[src/rtl/nios2_proc_sample_logger.sv]
// Sample stream logger: buffers a 32-bit sample stream in a small FIFO and
// writes it as consecutive words into on-chip RAM, configured through a CSR slave.
module nios2_proc_sample_logger #(
    parameter int FIFO_DEPTH = 8,
    parameter int RAM_WORDS  = 10360,
    parameter int ADDR_W     = 14
) (
    input  logic              clk,
    input  logic              reset_n,
    input  logic              snk_valid,
    input  logic [31:0]       snk_data,
    output logic              snk_ready,
    output logic [ADDR_W-1:0] m_address,
    output logic              m_chipselect,
    output logic              m_write,
    output logic [3:0]        m_byteenable,
    output logic [31:0]       m_writedata,
    input  logic              m_waitrequest,
    input  logic [1:0]        csr_address,
    input  logic              csr_chipselect,
    input  logic              csr_write,
    input  logic              csr_read,
    input  logic [31:0]       csr_writedata,
    output logic [31:0]       csr_readdata,
    output logic              irq
);
    localparam int PW = $clog2(FIFO_DEPTH);
    localparam logic [ADDR_W-1:0] LAST_ADDR = ADDR_W'(RAM_WORDS - 1);
    localparam logic [PW:0] FULL_OCC = (PW + 1)'(FIFO_DEPTH);

    typedef enum logic {IDLE = 1'b0, RUN = 1'b1} state_t;

    state_t state_q, state_d;

    logic [ADDR_W-1:0] base_q, base_d;
    logic [ADDR_W-1:0] length_q, length_d;
    logic [ADDR_W-1:0] count_q, count_d;
    logic [ADDR_W-1:0] pushed_q, pushed_d;
    logic [ADDR_W-1:0] addr_q, addr_d;
    logic              done_q, done_d;
    logic              aborted_q, aborted_d;
    logic              irq_en_q, irq_en_d;
    logic [PW-1:0]     wr_ptr_q, wr_ptr_d;
    logic [PW-1:0]     rd_ptr_q, rd_ptr_d;
    logic [PW:0]       occ_q, occ_d;
    logic [31:0]       rdata_q, rdata_d;
    logic [31:0]       mem_q [FIFO_DEPTH];

    logic csr_wr, csr_rd;
    logic wr_ctrl, wr_base, wr_len, wr_stat;
    logic start, abort, busy;
    logic fifo_empty, fifo_full;
    logic push, pop, last;
    logic unused_wdata;

    assign csr_wr     = csr_chipselect & csr_write;
    assign csr_rd     = csr_chipselect & csr_read;
    assign wr_ctrl    = csr_wr & (csr_address == 2'd0);
    assign wr_base    = csr_wr & (csr_address == 2'd1);
    assign wr_len     = csr_wr & (csr_address == 2'd2);
    assign wr_stat    = csr_wr & (csr_address == 2'd3);
    assign start      = wr_ctrl & csr_writedata[0];
    assign abort      = wr_ctrl & csr_writedata[2];
    assign busy       = (state_q == RUN);
    assign fifo_empty = (occ_q == '0);
    assign fifo_full  = (occ_q == FULL_OCC);
    assign push       = snk_valid & snk_ready;
    assign pop        = m_write & ~m_waitrequest;
    assign last       = pop & ((count_q + 1'b1) == length_q);

    assign unused_wdata = ^csr_writedata[31:ADDR_W];
    assign csr_readdata = rdata_q;

    always_ff @(posedge clk) begin
        if (!reset_n) begin
            state_q   <= IDLE;
            base_q    <= '0;
            length_q  <= '0;
            count_q   <= '0;
            pushed_q  <= '0;
            addr_q    <= '0;
            done_q    <= 1'b0;
            aborted_q <= 1'b0;
            irq_en_q  <= 1'b0;
            wr_ptr_q  <= '0;
            rd_ptr_q  <= '0;
            occ_q     <= '0;
            rdata_q   <= '0;
        end else begin
            state_q   <= state_d;
            base_q    <= base_d;
            length_q  <= length_d;
            count_q   <= count_d;
            pushed_q  <= pushed_d;
            addr_q    <= addr_d;
            done_q    <= done_d;
            aborted_q <= aborted_d;
            irq_en_q  <= irq_en_d;
            wr_ptr_q  <= wr_ptr_d;
            rd_ptr_q  <= rd_ptr_d;
            occ_q     <= occ_d;
            rdata_q   <= rdata_d;
        end
    end

    always_ff @(posedge clk) begin
        if (push) begin
            mem_q[wr_ptr_q] <= snk_data;
        end
    end

    always_comb begin
        state_d = state_q;
        unique case (state_q)
            IDLE: if (start && length_q != '0) state_d = RUN;
            RUN:  if (abort || last) state_d = IDLE;
            default: state_d = IDLE;
        endcase
    end

    always_comb begin
        base_d    = base_q;
        length_d  = length_q;
        count_d   = count_q;
        pushed_d  = pushed_q;
        addr_d    = addr_q;
        done_d    = done_q;
        aborted_d = aborted_q;
        irq_en_d  = irq_en_q;
        wr_ptr_d  = wr_ptr_q;
        rd_ptr_d  = rd_ptr_q;
        rdata_d   = rdata_q;

        if (wr_ctrl) irq_en_d = csr_writedata[1];
        if (wr_base && !busy) base_d = csr_writedata[ADDR_W-1:0];
        if (wr_len && !busy) length_d = csr_writedata[ADDR_W-1:0];
        if (wr_stat && csr_writedata[1]) done_d = 1'b0;
        if (wr_stat && csr_writedata[2]) aborted_d = 1'b0;

        if (push) begin
            wr_ptr_d = wr_ptr_q + 1'b1;
            pushed_d = pushed_q + 1'b1;
        end
        if (pop) begin
            rd_ptr_d = rd_ptr_q + 1'b1;
            count_d  = count_q + 1'b1;
            addr_d   = (addr_q == LAST_ADDR) ? '0 : addr_q + 1'b1;
        end
        occ_d = occ_q + (PW + 1)'(push) - (PW + 1)'(pop);

        // Hardware set of done is evaluated last so it beats a same-cycle clear
        if (!busy && start) begin
            if (length_q == '0) begin
                done_d = 1'b1;
            end else begin
                addr_d    = (base_q > LAST_ADDR) ? '0 : base_q;
                count_d   = '0;
                pushed_d  = '0;
                done_d    = 1'b0;
                aborted_d = 1'b0;
            end
        end
        if (busy && abort) begin
            aborted_d = 1'b1;
            occ_d     = '0;
            wr_ptr_d  = '0;
            rd_ptr_d  = '0;
        end else if (last) begin
            done_d = 1'b1;
        end

        if (csr_rd) begin
            rdata_d = '0;
            unique case (csr_address)
                2'd0: rdata_d[1] = irq_en_q;
                2'd1: rdata_d[ADDR_W-1:0] = base_q;
                2'd2: rdata_d[ADDR_W-1:0] = length_q;
                2'd3: begin
                    rdata_d[0]           = busy;
                    rdata_d[1]           = done_q;
                    rdata_d[2]           = aborted_q;
                    rdata_d[16 +: ADDR_W] = count_q;
                end
            endcase
        end
    end

    always_comb begin
        snk_ready    = busy & ~fifo_full & (pushed_q != length_q);
        m_write      = busy & ~fifo_empty;
        m_chipselect = m_write;
        m_byteenable = 4'hF;
        m_address    = addr_q;
        m_writedata  = m_write ? mem_q[rd_ptr_q] : '0;
        irq          = irq_en_q & done_q;
    end
endmodule

[config.mk]
export PLATFORM = sky130hd
export DESIGN_NAME = nios2_proc_sample_logger
export DESIGN_NICKNAME = d
export VERILOG_FILES = /design/src/rtl/nios2_proc_sample_logger.sv
export SDC_FILE = /design/constraint.sdc
export NUM_CORES = 1
export LEC_CHECK = 0
export BUFFER_PORTS_ARGS = -buffer_cell sky130_fd_sc_hd__buf_4
export CAP_MARGIN = 20
export CORE_MARGIN = 2
export CORE_UTILIZATION = 59
export DETAILED_ROUTE_END_ITERATION = 10
export GPL_TIMING_DRIVEN = 0
export PLACE_DENSITY = 0.8
export RECOVER_POWER = 50
export SETUP_SLACK_MARGIN = 0.02
export SLEW_MARGIN = 20
export SYNTH_ARGS = -nofsm -noshare
export SYNTH_HDL_FRONTEND = slang
export SYNTH_SLANG_ARGS = --single-unit
[constraint.sdc]
create_clock -name clk -period 7.05 [get_ports clk]
set_input_delay 0.705 -clock clk [delete_from_list [all_inputs] [get_ports clk]]
set_output_delay 0.705 -clock clk [all_outputs]
set_load 0.005 [all_outputs]
# After elaboration in Yosys (flattened, before gate mapping)
# Memory sizes are Yosys's and may differ from the RTL's. A register that Yosys moved wholly into a read port is not among the register bits.
# Index checks and enable logic that the tools add are counted.
# W data, S select, Z words.
# totals
reg_bits	112
latch_bits	0
mem_bits_rw	256
mem_bits_ro	0
in_bits	73
out_inout_bits	86
wordCells	96
n_memories	1
# op_classes
addsub	7
multipliers	0
div	0
n_lt_le_gt_ge	1
n_eq_ne	7
shift	0
muxes	33
bitwise_logic	20
reduce_logical	14
# mem_list
memory	words	word_bits	read_ports	rd_ports_with_merged_regs	wr	line_no	rtl
mem_q	8	32	1	1	1	47	logic [31:0] mem_q [FIFO_DEPTH];
# op_table
operator	n
$mux W14	12
$add A14 B1 Y14 const B	3
$mux W32	1
$pmux W11 S2	1
$and A1 B1 Y1	15
$eq A14 B14 Y1	1
$eq A14 B14 Y1 const B	1
$gt A14 B14 Y1 const B	1
$logic_not A14 Y1	1
$ne A14 B14 Y1	1
$reduce_bool A14 Y1	1
$mux W1	13
$logic_and A1 B1 Y1	7
$add A3 B1 Y3 const B	2
$mux W3	2
$pmux W1 S3	2
$not A1 Y1	5
$add A4 B1 Y4	1
$eq A2 B2 Y1 const B	2
$eq A4 B4 Y1 const B	1
$logic_not A4 Y1	1
$pmux W1 S4	1
$sub A4 B1 Y4	1
$eq A2 B1 Y1 const B	1
5 further kinds	5

# Depth between registers and ports, before layout
# depth
depth_word	8
depth_mapped	13
depth_no_buf	12

# Least setup slack after synthesis
# Ideal clock, no wire load.
# synth_path
path_type	register to register
startpoint	register occ_q[2]
endpoint	memory mem_q[2][0], enable pin
setup_ns	0.513
arrival_ns	4.748
required_time_ns	6.537
slack_ns	1.789
stages_incl_launch_ff	7
n_path_buf	1
synth_period_minus_slack_ns	5.261
path_cell_list	dfxtp_1 -> inv_1 -> ha_1 -> a21boi_0 -> nand3_1 -> buf_2 -> nor4b_1
# synth_via
elab_chain_len	7
# synth_rtl
item	line_no	rtl
start: declaration	45	logic [PW:0] occ_q, occ_d;
start signal: assignment	87	occ_q <= '0;
start signal: assignment	101	occ_q <= occ_d;
$eq A4 B4 Y1	66	assign fifo_full = (occ_q == FULL_OCC);
$not A1 Y1	189	snk_ready = busy & ~fifo_full & (pushed_q != length_q);
$and A1 B1 Y1 (2 in series)	189	
$and A1 B1 Y1	67	assign push = snk_valid & snk_ready;
$mux W1	107	if (push) begin
$mux W1 (implied by the code)	108	mem_q[wr_ptr_q] <= snk_data;
end: declaration	47	
# Every way passes these cells.

==> run_results.csv <==
group,metric,value,unit
sta,slew_headroom,38.2,%
worst_setup_path,timing.setup.critical_path_class,"reg -> out",
floorplanning,placementRows,59,
clock_tree,clk_root_buffer_cell,"clkbuf_16",
route,routed-via-count,10300,
sta,final-hold-violation-count,0,
worst_setup_path,critPathMaxFanout,10,
synth,edff_count_synth,256,
global_routing,grt_first_pass_wirelength,58600,µm
worst_setup_path,critical-path-max-stage-delay,0.57,ns
worst_hold_path,hold_path.startpoint,"csr_writedata[6]",
route,number_of_vias_per_cell,6.08,
final_layout,area_overhead_of_the_layout_relative_to_synthesis,18.6,%
floorplanning,die_y,167,µm
worst_setup_path,worst-path-buf-inv,3,
sta,worst_pin_slew,0.927,ns
pwr,cell_area_power_density,239,nW/µm²
sta,timing.final.max_slew_violations,0,
synth,dominantRegCellSynth,"edfxtp_1",
floorplanning,io-pin-count,159,
route,metal2_wl,18600,µm
status,run_status,"completed",
floorplanning,starting_density_of_the_core,60.0,%
final_layout,post_route_cells_drive_above_1_share,21.8,%
route,number_of_drc_violations_after_detailed_routing_iteration_0,1052,
clock_tree,post_cts_buffers,0,
pwr,irDropWorstVdd,0.189,mV
sta,setup_viol,0,
sta,setup_total_negative_slack,0,ns
worst_hold_path,min-delay-path-class,"in -> reg",
clock_tree,cts_made_buffers,37,
route,top_layer_used,"met4",
worst_setup_path,path_cells,"clkbuf_1 > buf_2 > mux4_2 > mux2i_1 > nor2_1 > buf_4",
synth,syn_inst,1115,
global_routing,grt_antenna_before_repair,1,
global_routing,first_global_vias,10400,
place,place.gp.congestion,0.945,
flow_run,max-cap-violations,0,
worst_setup_path,critical_path.top_delay_family,"buffers and inverters",
clock_tree,clk-insertion-delay-late,0.54,ns
global_routing,groute.usage.overall,27.2,%
place,dp_hpwl,25300,µm
synth,async_flop_share,0,%
floorplanning,core_area,26000,µm²
worst_setup_path,critPathCaptureType,"output port",
synth,synth-seq-cells,371,
synth,yosys_warnings,0,
synth,synth_cell_area,15600,µm²
worst_setup_path,start_kind,"flip-flop",
worst_setup_path,crit_path_max_delay_cell_type,"mux4_2",
clock_tree,cts_hold_repair.buffers,0,
sta,post-route-period-util,51.6,%
clock_tree,max_buffers_root_to_sink,3,
floorplanning,floorplan.die.width,167,µm
sta,period_minus_slack,3.64,ns
global_routing,grt_max_degree,21,
pwr,design_power_total,4430,µW
route,drtAntennaViolNets,0,
clock_tree,postCtsResizedCells,0,
sta,setup_repair_after_global_routing_missed_its_margin,"no",
pwr,leakagePower,0.00633,µW
route,detail_route.wl_per_cell,22.0,µm
floorplanning,fp.dieArea,27800,µm²
place,placement.io_buffers,131,
clock_tree,path_clk_slew,0.07,ns
final_layout,design.final.nets,1421,
route,remaining_drc_errors,0,
sta,fmax,275,MHz
synth,synth-seq-area-share,64.0,%
worst_setup_path,timing.critical_path.arrival,2.93,ns
clock_tree,cts_sinks,371,
clock_tree,tritoncts,"done",
clock_tree,h_tree_level_count,2,
route,dr_wl_met3,2790,µm
global_routing,global_route.overflow_total,0,
worst_setup_path,critical_path_required,6.34,ns
sta,timing.clock.skew,0.0182,ns
route,wl,37400,µm
worst_setup_path,timing.rr.start,"occ_q[2]",
route,detail_route.wirelength.met1,14600,µm
route,first_pass_iters,5,
synth,yosys.cell_types.count,62,
synth,post_synth.cell_area_avg,14.0,µm²
worst paths after layout:
path                            cells after the start                to  slack (ns)
worst max-delay path                                6    m_writedata[4]        3.41
worst min-delay path                                3         base_q[6]        0.44
worst max register to register                      9      mem_q[2][12]        3.63
worst min register to register                      2  csr_readdata[20]        0.46
power by group:
group | internal (µW) | switching [µW] | total, µW
registers | 2330 | 6.81 | 2330
logic | 32.4 | 65.8 | 98.2
clock network | 1190 | 810 | 2000
total | 3550 | 882 | 4430
layout make-up:
type,instances,area [µm²]
Clock inverter,18,216
Inverter,16,60.1
Timing Repair Buffer,171,1170
Multi-Input combinational cell,663,5260
Fill cell,1731,7480
Tap cell,335,419
Clock buffer,50,1040
Antenna cell,2,5.00
Buffer,71,354
Sequential cell,371,9990
layer usage:
metal	vias up	GRT usage, %
met2	521	45.9
met5	-	0
met3	93	4.25
li1	4603	-
met4	0	10.8
met1	5108	35.9
cells in the mapped netlist, drive strengths merged (4+ instances only):
library cell / number / area (µm²)
a21oi: 13 / 65.1
edfxtp: 256 / 7690
and3: 6 / 37.5
clkbuf: 42 / 190
xnor2: 30 / 263
xor2: 34 / 298
a21boi: 46 / 345
nand3: 35 / 175
or3: 5 / 31.3
and4: 4 / 36.3
nor2b: 12 / 75.1
dfxtp: 115 / 2300
nor2: 73 / 274
a22oi: 20 / 150
or4: 7 / 52.6
ha: 16 / 200
and2: 22 / 138
nor3: 10 / 61.3
mux4: 64 / 1440
nand2: 125 / 472
mux2i: 36 / 360
buf: 29 / 166
nor4: 13 / 81.3
inv: 16 / 60.1
o31ai: 5 / 37.5
o21ai: 22 / 110
nand4: 20 / 140
flip-flops by register name (all words and copies together), names as in the netlist, named ones only:
signal and flops:
csr_readdata 28, mem_q 256, done_q 1, count_q 14
irq_en_q 1, wr_ptr_q 3, aborted_q 1, pushed_q 14
base_q 14, busy 1, rd_ptr_q 3, length_q 14
occ_q 4, m_address 14
cell families (layout without fill, tap and decap cells):
kind of cell             after synthesis  in the layout  synth area share, %
AO/OA/AOI/OAI                        128            128                 5.84
multiplexers                         101            101                 11.6
other                                  2             10               0.0481
buffers and inverters                 87            326                 2.67
AND/OR/NAND/NOR                      345            345                 10.8
flip-flops                           371            371                 64.0
adder cells (fa/ha/maj)               17             17                 1.41
XOR/XNOR                              64             64                 3.59
worst min-delay path: stages:
cell	delay, ns
buf_4	0.12
nand2_1	0.04
a21boi_0	0.06
placed cells by master (no fill, tap or decap), types with 7 or more instances in the layout:
master | Yosys | final
o21ai_0 | 22 | 22
and2_0 | 3 | 16
nand3_1 | 35 | 35
a21boi_0 | 46 | 46
clkbuf_4 | 0 | 39
a22oi_1 | 20 | 20
mux2i_1 | 36 | 36
nor2b_1 | 12 | 12
inv_1 | 16 | 16
nand2_1 | 124 | 124
xor2_1 | 34 | 34
mux4_2 | 64 | 64
ha_1 | 16 | 16
nand4_1 | 19 | 19
dfxtp_1 | 115 | 115
buf_2 | 13 | 18
conb_1 | 2 | 8
clkbuf_8 | 3 | 7
clkbuf_16 | 0 | 38
nor3_1 | 9 | 7
or4_1 | 7 | 7
edfxtp_1 | 256 | 256
nor2_1 | 73 | 72
a21oi_1 | 13 | 13
buf_4 | 11 | 93
nor4_1 | 13 | 12
clkbuf_1 | 37 | 83
xnor2_1 | 30 | 30
per-stage QoR:
step / std cells / hold slack (ns) / utilization (%) / instance area (µm²) / setup WS (ns)
after detailed placement: 1627 / 0.458 / 66.9 / 17400 / 3.66
after floorplan: 1121 / 0.454 / - / 15600 / 1.79
after global routing: 1696 / 0.442 / 71.2 / 18500 / 3.29
final: 1697 / 0.441 / 71.2 / 18500 / 3.41
after CTS: 1695 / 0.378 / 71.7 / 18600 / 3.38
after global placement: 1587 / 0.452 / 65.5 / 17000 / -1.76
Power figures use the tool's default switching activity.
